**src/rtl/mastermind_grader.sv**
```systemverilog
// ---------------------------------------------------------------------------
// mastermind_grader
//
// Grades a four-position Mastermind guess against the master pattern.
// Each position holds a 3-bit shape, so all 8 codes are valid shapes.
// Grading is sequential and takes 12 cycles:
//   EXACT : 4 cycles. One position is compared per cycle. A match bumps
//           Znarly. A non-match adds its guess shape and its master shape
//           to two per-shape histograms.
//   COLOR : 8 cycles. One shape per cycle. min(histG[s], histM[s]) is
//           added to Zood.
//   DONE  : GradeDone is held until the requester drops GradeIt.
//
// Ports
//   clock          system clock, rising edge
//   reset          asynchronous, active-high
//   GradeIt        level request to grade the presented guess
//   Guess          four 3-bit shapes, position i at bits [3i+2:3i]
//   MasterPattern  four 3-bit shapes, same packing as Guess
//   Znarly         exact matches (right shape, right position)
//   Zood           right shape, wrong position (exact matches excluded)
//   GradeDone      Znarly/Zood valid; held while GradeIt stays high
//   Busy           grading in progress (EXACT or COLOR)
// ---------------------------------------------------------------------------
module mastermind_grader (
    input  logic        clock,
    input  logic        reset,
    input  logic        GradeIt,
    input  logic [11:0] Guess,
    input  logic [11:0] MasterPattern,
    output logic [3:0]  Znarly,
    output logic [3:0]  Zood,
    output logic        GradeDone,
    output logic        Busy
);

    localparam int SHAPE_W = 3;
    localparam int NSHAPES = 8;

    typedef enum logic [1:0] {
        IDLE  = 2'd0,
        EXACT = 2'd1,
        COLOR = 2'd2,
        DONE  = 2'd3
    } state_t;

    state_t state, state_nxt;

    // Latched operands, so that input changes after acceptance are ignored.
    logic [11:0]        guess_l;
    logic [11:0]        master_l;

    // Position index used in EXACT, and shape index used in COLOR.
    logic [1:0]         pos;
    logic [2:0]         shp;

    // Per-shape histograms of the positions that did not match exactly.
    // Each count is at most 4, so 3 bits are enough.
    logic [2:0]         cnt_g [NSHAPES];
    logic [2:0]         cnt_m [NSHAPES];

    logic [3:0]         znarly_q;
    logic [3:0]         zood_q;
    logic               done_q;

    logic [SHAPE_W-1:0] g_shape;
    logic [SHAPE_W-1:0] m_shape;

    // Selects the shape at position i of a packed pattern.
    function automatic logic [SHAPE_W-1:0] shape_at(input logic [11:0] pat,
                                                    input logic [1:0]  i);
        logic [SHAPE_W-1:0] s;
        case (i)
            2'd0:    s = pat[2:0];
            2'd1:    s = pat[5:3];
            2'd2:    s = pat[8:6];
            default: s = pat[11:9];
        endcase
        return s;
    endfunction

    // Returns the smaller of two histogram counts.
    function automatic logic [2:0] min3(input logic [2:0] a,
                                        input logic [2:0] b);
        return (a < b) ? a : b;
    endfunction

    assign g_shape = shape_at(guess_l, pos);
    assign m_shape = shape_at(master_l, pos);

    // -----------------------------------------------------------------------
    // State register
    // -----------------------------------------------------------------------
    always_ff @(posedge clock or posedge reset) begin
        if (reset) begin
            state <= IDLE;
        end else begin
            state <= state_nxt;
        end
    end

    // -----------------------------------------------------------------------
    // Next-state logic
    // -----------------------------------------------------------------------
    always_comb begin
        state_nxt = state;
        case (state)
            IDLE:    if (GradeIt)      state_nxt = EXACT;
            EXACT:   if (pos == 2'd3)  state_nxt = COLOR;
            COLOR:   if (shp == 3'd7)  state_nxt = DONE;
            // GradeIt held high in DONE must not start a new grade.
            DONE:    if (!GradeIt)     state_nxt = IDLE;
            default:                   state_nxt = IDLE;
        endcase
    end

    // -----------------------------------------------------------------------
    // Output logic
    // -----------------------------------------------------------------------
    always_comb begin
        Busy      = (state == EXACT) || (state == COLOR);
        GradeDone = done_q;
        Znarly    = znarly_q;
        Zood      = zood_q;
    end

    // GradeDone is registered. It rises on the edge that enters DONE and
    // falls on the edge that leaves it.
    always_ff @(posedge clock or posedge reset) begin
        if (reset) begin
            done_q <= 1'b0;
        end else begin
            done_q <= (state_nxt == DONE);
        end
    end

    // -----------------------------------------------------------------------
    // Datapath: operand latches, indices, histograms and score accumulators
    // -----------------------------------------------------------------------
    always_ff @(posedge clock or posedge reset) begin
        if (reset) begin
            guess_l  <= '0;
            master_l <= '0;
            pos      <= '0;
            shp      <= '0;
            znarly_q <= '0;
            zood_q   <= '0;
            for (int s = 0; s < NSHAPES; s++) begin
                cnt_g[s] <= '0;
                cnt_m[s] <= '0;
            end
        end else begin
            case (state)
                IDLE: begin
                    // The previous result stays visible until a new grade
                    // is accepted.
                    if (GradeIt) begin
                        guess_l  <= Guess;
                        master_l <= MasterPattern;
                        pos      <= '0;
                        shp      <= '0;
                        znarly_q <= '0;
                        zood_q   <= '0;
                        for (int s = 0; s < NSHAPES; s++) begin
                            cnt_g[s] <= '0;
                            cnt_m[s] <= '0;
                        end
                    end
                end

                EXACT: begin
                    // An exact match is marked by leaving it out of both
                    // histograms, so COLOR cannot count it again. In the
                    // else branch the two shapes differ, so the two
                    // increments never hit the same histogram entry.
                    if (g_shape == m_shape) begin
                        znarly_q <= znarly_q + 4'd1;
                    end else begin
                        cnt_g[g_shape] <= cnt_g[g_shape] + 3'd1;
                        cnt_m[m_shape] <= cnt_m[m_shape] + 3'd1;
                    end
                    pos <= pos + 2'd1;
                    shp <= '0;
                end

                COLOR: begin
                    // Znarly + Zood is at most 4, so this sum cannot wrap.
                    zood_q <= zood_q + {1'b0, min3(cnt_g[shp], cnt_m[shp])};
                    shp    <= shp + 3'd1;
                end

                default: begin
                    // DONE keeps every register unchanged.
                end
            endcase
        end
    end

endmodule
```
**config.mk**
```make
export PLATFORM = sky130hd
export DESIGN_NAME = mastermind_grader
export DESIGN_NICKNAME = d
export VERILOG_FILES = /design/src/rtl/mastermind_grader.sv
export SDC_FILE = /design/constraint.sdc
export NUM_CORES = 1
export LEC_CHECK = 0
export CORE_MARGIN = 2
export CORE_UTILIZATION = 55
export DETAILED_ROUTE_END_ITERATION = 10
export PLACE_DENSITY = 0.75
export SYNTH_ARGS = -nofsm -noshare
export SYNTH_HDL_FRONTEND = slang
export SYNTH_SLANG_ARGS = --single-unit
```
**constraint.sdc**
```tcl
create_clock -name clock -period 4.55 [get_ports clock]
set_input_delay 0.91 -clock clock [delete_from_list [all_inputs] [get_ports clock]]
set_output_delay 0.91 -clock clock [all_outputs]
set_load 0.005 [all_outputs]
```
==> impl_metrics.py <==
metrics = {
    "sta": {
        "worst_slew_pin_slew_ns": 0.8997,
        "fmax_mhz": 264.6,
        "fin_skew_ns": 0.01527,
        "fin_crit_sh_pct": 83.07,
        "hold_viol": 0,
        "setup_viol": 0,
        "setup_tns_ns": 0,
        "slew_viol_final": 0,
        "max_slew_margin_pct": 38.47,
        "rsz0062_at_grt": "no",
        "finalCriticalPeriod_ns": 3.780,
    },
    "cells_and_area": {
        "syn_to_final_growth_pct": 12.67,
        "drive_gt1_share_pct": 16.30,
        "final_net_count": 582,
        "n_antenna_cell": 0,
    },
    "grt": {
        "antenna_found_initial": 0,
        "grt_pass1_wl_um": 21780,
        "overflow": 0,
        "grt.total_usage_pct": 27.07,
        "grt_pass1_vias": 4340,
        "grt_max_degree": 52,
    },
    "detailed_routing": {
        "vias_per_cell": 6.499,
        "drc": 0,
        "routedWlPerCell_um": 19.37,
        "first_pass_iters": 5,
        "vias": 4231,
        "drtIter0Drc": 362,
        "ant_nets": 0,
        "totalWireLength_um": 12610,
    },
    "setup_path": {
        "crit_path_start_kind": "flop",
        "critical_path_class": "flop to flop",
        "cp_data_arrival_time_ns": 4.04,
        "cp_max_fo": 15,
        "worstPathRequired_ns": 4.81,
        "endpoint_kind": "flop",
    },
    "placed_design": {
        "gp_congestion": 0.9765,
        "hpwlAfterDp_um": 8913,
        "io_buffers": 36,
    },
    "die": {
        "die_area_um2": 10260,
        "coreArea_um2": 9196,
        "die_h_um": 101.3,
        "num_rows": 35,
        "initial_core_util_pct": 56.60,
        "top_level_ports": 37,
        "die_w_um": 101.3,
    },
    "clock_tree": {
        "cts_buffers": 9,
        "cts_resized": 0,
        "clock-root-buffer": "clkbuf_8",
        "cts_tree": "yes",
        "cts.sinks": 88,
        "h-tree-depth": 3,
        "clk_pin_slew_ns": 0.10,
        "postCtsHoldBufs": 0,
        "clock_latency_ns": 0.37,
        "postCtsSetupBuffers": 0,
        "cts_buffer_depth": 2,
    },
    "min_path": {
        "hold_path_class": "flop to flop",
    },
    "yosys": {
        "synth_edf_count": 0,
        "ys_ff_latch": 88,
        "syn_inst": 506,
        "yosys_most_used_dff": "dfrtp_1",
        "synth_common_cells": "dfrtp_1 (88), nand2_1 (75), o21ai_0 (34)",
        "synth_most_common_cell": "dfrtp_1",
        "netlist_top_cells_area": "dfrtp_1 (42%), mux2_2 (6.7%), nand2_1 (5.4%), mux4_2 (5.2%), ha_1 (4.6%)",
        "synthArstFlopShare_pct": 100.0,
        "yosysSeqAreaShare_pct": 42.31,
        "synth_top_area_share_pct": 42.31,
        "syn_nets": 553,
        "synth.avg_cell_area_um2": 10.29,
        "yosysWarnings": 0,
        "syn_area_um2": 5205,
        "ys_types": 63,
        "yosysTopAreaCell": "dfrtp_1",
    },
    "run_status": {
        "status": "complete, no violations",
    },
    "flow_run": {
        "drv_cap": 0,
    },
}
[registers in the layout, indices dropped and copies added (netlist names)]
signal     count
Zood           4
state          2
Znarly         4
shp            3
GradeDone      1
cnt_g         24
cnt_m         24
guess_l       12
pos            2
master_l      12
[path summary, 6_finish.rpt]
path | startpoint | to | slack (ns) | cells after the start
max | shp[0] | Zood[3] | 0.77 | 11
min | guess_l[2] | guess_l[2] | 0.52 | 1
max reg2reg | shp[0] | Zood[3] | 0.77 | 11
min reg2reg | guess_l[2] | guess_l[2] | 0.52 | 1
max in group asynchronous | reset | cnt_m[17] | 2.52 | 3
min in group asynchronous | reset | state[1] | 1.02 | 2
[worst max-delay path: stages, from the launching register on]
cell	delay, ns
dfrtp_1	0.79
mux4_2	0.60
mux2_2	0.31
ha_1	0.29
inv_1	0.04
o21bai_1	0.29
mux2_2	0.38
ha_1	0.27
a21o_1	0.18
a21oi_1	0.22
mux2i_1	0.24
nor3_1	0.07
[layout by cell type, fill, tap and decap left out, types with 2 or more instances in the layout]
cell / n
buf_4: 10
nand2_1: 75
a222oi_1: 3
nand3_2: 2
inv_6: 2
nand2_2: 2
o31a_1: 2
nand2b_1: 6
nor2_1: 28
nor3_1: 6
a22o_1: 14
a22oi_1: 4
clkdlybuf4s50_1: 36
a31oi_1: 5
o22ai_1: 2
mux2i_1: 18
a21oi_1: 26
o21ai_0: 34
nor2b_1: 3
ha_1: 19
nand3_1: 8
a32o_1: 6
inv_1: 17
or3_1: 2
xnor2_2: 4
mux2_2: 31
and3_1: 3
a211oi_1: 2
clkbuf_8: 10
o221ai_1: 2
o31ai_1: 19
o32ai_1: 2
mux4_2: 12
dfrtp_1: 88
nand3b_1: 2
and2_1: 3
[final cells by class]
class                           instances  area [µm²]
Fill cell                             752        3332
Multi-Input combinational cell        372        2806
Sequential cell                        88        2202
Timing Repair Buffer                   46       435.4
Tap cell                              111       138.9
Clock buffer                           10       137.6
Clock inverter                          6       75.07
Inverter                               18       68.82
[logic make-up (layout without fill, tap and decap cells)]
group | after synthesis | count (layout) | share of synthesized area [%]
AOI/OAI and AO/OA | 139 | 139 | 18.87
xor gates and xnor gates | 6 | 6 | 1.587
adders and majority gates | 20 | 20 | 4.952
buffers and inverters | 46 | 80 | 3.774
DFF | 88 | 88 | 42.31
muxes | 64 | 64 | 16.35
and+or+nand+nor | 143 | 143 | 12.16
[through the flow]
step                      hold slack [ns]  worst slack (ns)  instances  utilization (%)  cell area (µm²)
final                              0.5171            0.7703        651            63.77             5864
after CTS                          0.5199            0.7725        651            63.77             5864
after global routing               0.5353            0.5742        651            63.77             5864
after detailed placement           0.4971            0.7790        635            61.46             5652
after floorplan                    0.4596            0.8204        506                -             5205
after global placement             0.4900            0.9553        635            61.46             5652
[metal layers]
| layer | global-route usage (%) | vias up | routed length (µm) |
|---|---|---|---|
| met5 | 0 | - | 0 |
| met4 | 10.50 | 0 | 362 |
| met3 | 5.935 | 42 | 917 |
| met2 | 42.74 | 191 | 6000 |
| met1 | 36.71 | 2087 | 5333 |
| li1 | - | 1911 | - |
Power is not shown: default switching activity piles up to over one toggle a cycle in this logic, so the estimate is an artifact.
